### src/rtl/lcd_phy_arbiter.sv
// Round-robin arbiter granting one of N requesters exclusive use of a single
// registered LCD PHY byte path for a whole multi-beat transaction.
module lcd_phy_arbiter #(
    parameter int N = 2
) (
    input  logic           clk,
    input  logic           rst,
    input  logic [8*N-1:0] usr_data,
    input  logic [N-1:0]   usr_rs,
    input  logic [N-1:0]   usr_last,
    input  logic [N-1:0]   usr_valid,
    output logic [N-1:0]   usr_ready,
    output logic [7:0]     phy_data,
    output logic           phy_rs,
    output logic           phy_valid,
    input  logic           phy_ready,
    output logic [2:0]     gnt_id,
    output logic           busy
);

    typedef enum logic {
        S_IDLE,
        S_OWN
    } state_t;

    state_t     r_state;
    state_t     w_state_nxt;
    logic [2:0] r_gnt_id;
    logic [2:0] r_last_id;
    logic [7:0] r_phy_data;
    logic       r_phy_rs;
    logic       r_phy_valid;

    logic       w_rr_found;
    logic [2:0] w_rr_id;
    logic       w_own_valid;
    logic       w_own_last;
    logic       w_own_rs;
    logic [7:0] w_own_data;
    logic       w_can_load;
    logic       w_accept;

    // Owner's request signals, selected by comparing against each constant
    // index so a 3-bit grant never indexes past a narrow request vector.
    // NOTE: every combinational output gets a default first, so no path can
    // leave it unassigned and infer a latch.
    always_comb begin
        w_own_valid = 1'b0;
        w_own_last  = 1'b0;
        w_own_rs    = 1'b0;
        w_own_data  = 8'h00;
        for (int i = 0; i < N; i++) begin
            if (r_gnt_id == 3'(i)) begin
                w_own_valid = usr_valid[i];
                w_own_last  = usr_last[i];
                w_own_rs    = usr_rs[i];
                w_own_data  = usr_data[8*i +: 8];
            end
        end
    end

    // Search starts just above the previous owner and wraps, first hit wins.
    always_comb begin
        w_rr_found = 1'b0;
        w_rr_id    = 3'd0;
        for (int k = 0; k < N; k++) begin
            for (int i = 0; i < N; i++) begin
                if (!w_rr_found && usr_valid[i] &&
                    (((int'(r_last_id) + 1 + k) % N) == i)) begin
                    w_rr_found = 1'b1;
                    w_rr_id    = 3'(i);
                end
            end
        end
    end

    assign w_can_load = !r_phy_valid || phy_ready;
    assign w_accept   = (r_state == S_OWN) && w_own_valid && w_can_load;

    always_comb begin
        usr_ready = '0;
        for (int i = 0; i < N; i++) begin
            usr_ready[i] = (r_state == S_OWN) && (r_gnt_id == 3'(i)) && w_can_load;
        end
    end

    always_comb begin
        w_state_nxt = r_state;
        unique case (r_state)
            S_IDLE: if (w_rr_found)              w_state_nxt = S_OWN;
            S_OWN:  if (w_accept && w_own_last)  w_state_nxt = S_IDLE;
        endcase
    end

    // NOTE: state is updated with non-blocking assignments so every register
    // samples the pre-edge values regardless of statement order.
    always_ff @(posedge clk) begin
        if (rst) begin
            r_state     <= S_IDLE;
            r_gnt_id    <= 3'd0;
            r_last_id   <= 3'(N - 1);
            r_phy_data  <= 8'h00;
            r_phy_rs    <= 1'b0;
            r_phy_valid <= 1'b0;
        end else begin
            r_state <= w_state_nxt;
            if (r_state == S_IDLE && w_rr_found) begin
                r_gnt_id <= w_rr_id;
            end
            if (r_state == S_OWN && w_state_nxt == S_IDLE) begin
                r_last_id <= r_gnt_id;
            end
            // A load overrides a drain, giving back-to-back beats with no bubble.
            if (w_accept) begin
                r_phy_data  <= w_own_data;
                r_phy_rs    <= w_own_rs;
                r_phy_valid <= 1'b1;
            end else if (phy_ready) begin
                r_phy_valid <= 1'b0;
            end
        end
    end

    assign phy_data  = r_phy_data;
    assign phy_rs    = r_phy_rs;
    assign phy_valid = r_phy_valid;
    assign gnt_id    = r_gnt_id;
    assign busy      = (r_state == S_OWN);

endmodule
### config.mk
export PLATFORM = sky130hd
export DESIGN_NAME = lcd_phy_arbiter
export DESIGN_NICKNAME = d
export VERILOG_FILES = /design/src/rtl/lcd_phy_arbiter.sv
export SDC_FILE = /design/constraint.sdc
export NUM_CORES = 1
export LEC_CHECK = 0
export ABC_AREA = 1
export BUFFER_PORTS_ARGS = -buffer_cell sky130_fd_sc_hd__buf_2
export CORE_ASPECT_RATIO = 1.25
export CORE_MARGIN = 3
export CORE_UTILIZATION = 40
export DETAILED_ROUTE_END_ITERATION = 12
export GPL_TIMING_DRIVEN = 0
export HOLD_SLACK_MARGIN = 0.08
export PLACE_DENSITY_LB_ADDON = 0.05
export SYNTH_ARGS = -nofsm -noshare
export SYNTH_HDL_FRONTEND = slang
export SYNTH_SLANG_ARGS = --single-unit
### constraint.sdc
create_clock -name clk -period 1.1 [get_ports clk]
set_input_delay 0.11 -clock clk [delete_from_list [all_inputs] [get_ports clk]]
set_output_delay 0.11 -clock clk [all_outputs]
set_load 0.02 [all_outputs]
==> out/results.tsv <==
stage	metric	value	unit
cts	CTS buffer count	3	
synth	main area contributors after synthesis	dfxtp_1, nand2_1, nand3b_1	
min_path	hold depth	4	
die	Die X	44.43	um
worst_setup_path	crit-path max FO	5	
worst_setup_path	reg2reg setup slack	-0.06	ns
cts	maximum clock insertion buffer count	2	
synth	register area share after synthesis	35.25	%
sta	Worst Clk Skew	0.0004717	ns
placed_design	post-detail-place hpwl	1.371	mm
worst_setup_path	worst endpoint required time	0.99	ns
cells_and_area	most common cell after layout, fill and taps aside	nand2_1	
synth	#FFs+latches synth	13	
synth	Yosys top cell area share	35.25	%
sta	Tcrit/Tclk final	108.9	%
cells_and_area	Antenna Cells	0	
sta	worst hold margin	0.1178	ns
synth	Syn. warnings	0	
die	Starting Density	44.43	%
global_routing	vias in the first global route	806	
die	Die ar.	0.002400	sq mm
placed_design	GP Congestion	0.7438	
synth	ys flop type	dfxtp_1	
sta	endpoints failing setup	13	
global_routing	initial antenna violation count	0	
sta	count of final hold-check violations	0	
synth	Post-synth ARST share	0	%
worst_setup_path	kind of end point of the critical path	output pin	
worst_setup_path	CP startpoint kind	register	
routing	Routed Antenna Nets	0	
cells_and_area	Final #Nets	197	
synth	area of the mapped netlist	738.2	sq um
cells_and_area	sequential cell area	266.5	sq um
cts	CTS HTree Levels	1	
min_path	HP Class	primary input to register	
routing	DRT Wirelength	2.312	mm
routing	vias per inst	4.915	
routing	# DRC	0	
routing	WL per Instance	12.23	um
run_status	status	finished with violations	
cells_and_area	area grow syn2layout	63.90	%
synth	synth unique cells	18	
min_path	worst hold endpoint	phy_data[6]	
synth	Mapped Cells	114	
cts	Worst-Skew Late Latency	0.28	ns
worst_setup_path	slowest CP cell	dfxtp_4	
global_routing	first-pass GRT wire length	3.429	mm
global_routing	remaining global-route overflow	0	
worst_setup_path	Crit Path Class	register to output pin	
run_status	failing checks	setup timing	
routing	drt pass-1 iters	4	
sta	final slew viol count	0	
worst_setup_path	Reg2Reg Depth	8	
cts	CTS tree	built	
worst_setup_path	r2r startpoint	gnt_id[0]	
worst_setup_path	CP most frequent cell	buf_6	
sta	final worst slack	-0.09780	ns
power_and_ir_drop	LEAKAGE	0.6553	nW
die	Top Ports	41	
synth	Mean Syn Cell Area	6.476	sq um
worst_setup_path	reg2reg end	phy_data[3]	
worst_setup_path	CP arrival	1.09	ns
synth	Synth area leader	dfxtp_1	
worst_setup_path	CP top delay family	flip-flops	
worst_setup_path	CP bufs+invs	3	
die	Vert. Die Dim	54.03	um
cells_and_area	Multi-input gate area	456.7	sq um
global_routing	Tot GR Track Use	19.61	%
cells_and_area	share of layout cells above drive strength 1	47.37	%
power_and_ir_drop	maximum vdd drop	1039	uV
cts	Sink Count	13	
sta	Max Clk Rate	0.8349	GHz
cells_and_area	most frequent cells in the layout	nand2_1, buf_2, buf_6, nor2_1, dfxtp_1	
worst_setup_path	critical path cell sequence	inv_4 -> buf_6 -> nor3_4 -> buf_6	
routing	Starting DRT DRC Count	11	
die	cell row count	16	
global_routing	largest net degree at the start of global routing	11	
flow_run	max-cap viol count	0	
placed_design	Port Buffers	38	
sta	RSZ-0062 raised after global routing	yes	
cts	Reg clk slew, reported paths	0.09	ns
worst_setup_path	crit-path max cell delay	0.40	ns
power_and_ir_drop	PwrDens	1084	mW/mm^2
cts	root buf cell	clkbuf_4	
min_path	HP Start	rst	
die	core footprint	0.001662	sq mm
routing	via count	929	
cells_and_area	final core utilization	72.82	%
cells_and_area	Fill cells	148	
synth	EDFF count, synth	0	
sta	Final min period	1.198	ns
==> logic make-up after synthesis <==
logic type	count (synthesis)	synth area share (%)
flops	13	35.25
buf+inv	16	12.20
compound gates	13	8.812
other cells	1	0.5080
simple gates	71	43.22
==> cells in the mapped netlist, types with 2 or more instances <==
master / number
a21oi_1: 11
buf_4: 4
buf_6: 2
clkbuf_1: 3
dfxtp_1: 13
inv_1: 6
nand2_1: 43
nand3_1: 4
nand3b_1: 9
nor2_1: 10
nor3_1: 2
==> per-stage QoR <==
stage	power, mW	instances	cell area (sq um)	worst slack, ns	TNS (ns)
after floorplan	0.7823	115	755.7	0.02418	0
after global placement	0.8951	171	968.4	0.01296	0
after detailed placement	0.9009	171	968.4	-0.01540	-0.01540
after CTS	1.278	187	1154	-0.09880	-0.3822
after global routing	1.382	189	1210	-0.1539	-1.538
final	1.311	189	1210	-0.09780	-0.6325
==> timing repair <==
item	in CTS	in global routing
gates cloned	2	0
setup endpoints to repair	9	14
endpoints found under the hold margin	1	0
buffers inserted	8	2
hold buffers	2	0
gates resized for setup	22	11
pin swaps	5	4
==> power by group <==
part | leakage (nW) | internal (mW) | switching [mW] | total, mW
Combinational | 0.532 | 0.219 | 0.247 | 0.466
Sequential | 0.108 | 0.512 | 0.0244 | 0.536
Clock | 0.0150 | 0.141 | 0.169 | 0.309
==> worst register-to-register path, stage by stage (launching register included) <==
cell      delay (ns)
dfxtp_4         0.40
inv_4           0.04
buf_6           0.12
buf_4           0.15
nand2_1         0.05
nand2_1         0.05
nand3b_1        0.14
nand2_1         0.06
nor2_1          0.04
==> how the worst max path moves through the flow <==
| stage | depth (start not counted) | startpoint | end |
|---|---|---|---|
| floorplan | 3 | gnt_id[0] | usr_ready[1] |
| global placement | 6 | gnt_id[0] | r_last_id[0] |
| detailed placement | 6 | gnt_id[0] | r_last_id[0] |
| CTS | 4 | gnt_id[0] | usr_ready[1] |
| global route | 4 | phy_valid | usr_ready[0] |
| finish | 4 | gnt_id[0] | usr_ready[1] |
==> registers in the layout, summed over array words and instances, names as in the netlist <==
register / cells
gnt_id: 1
phy_valid: 1
phy_data: 8
busy: 1
phy_rs: 1
r_last_id: 1
==> routing by layer <==
metal,GRT usage (%),routed length (um),vias up
met5,0,0,-
met4,8.543,27,0
met3,3.344,122,4
met2,35.44,1267,33
met1,22.29,895,422
li1,-,-,470
==> cell type report <==
cell class,count,share of cell area (%)
Multi-Input combinational cell,86,37.75
Timing Repair Buffer,52,27.40
Sequential cell,13,22.03
Buffer,9,6.412
Inverter,7,2.378
Clock buffer,4,2.172
Tap cell,18,1.861
Power figures use the tool's default switching activity.
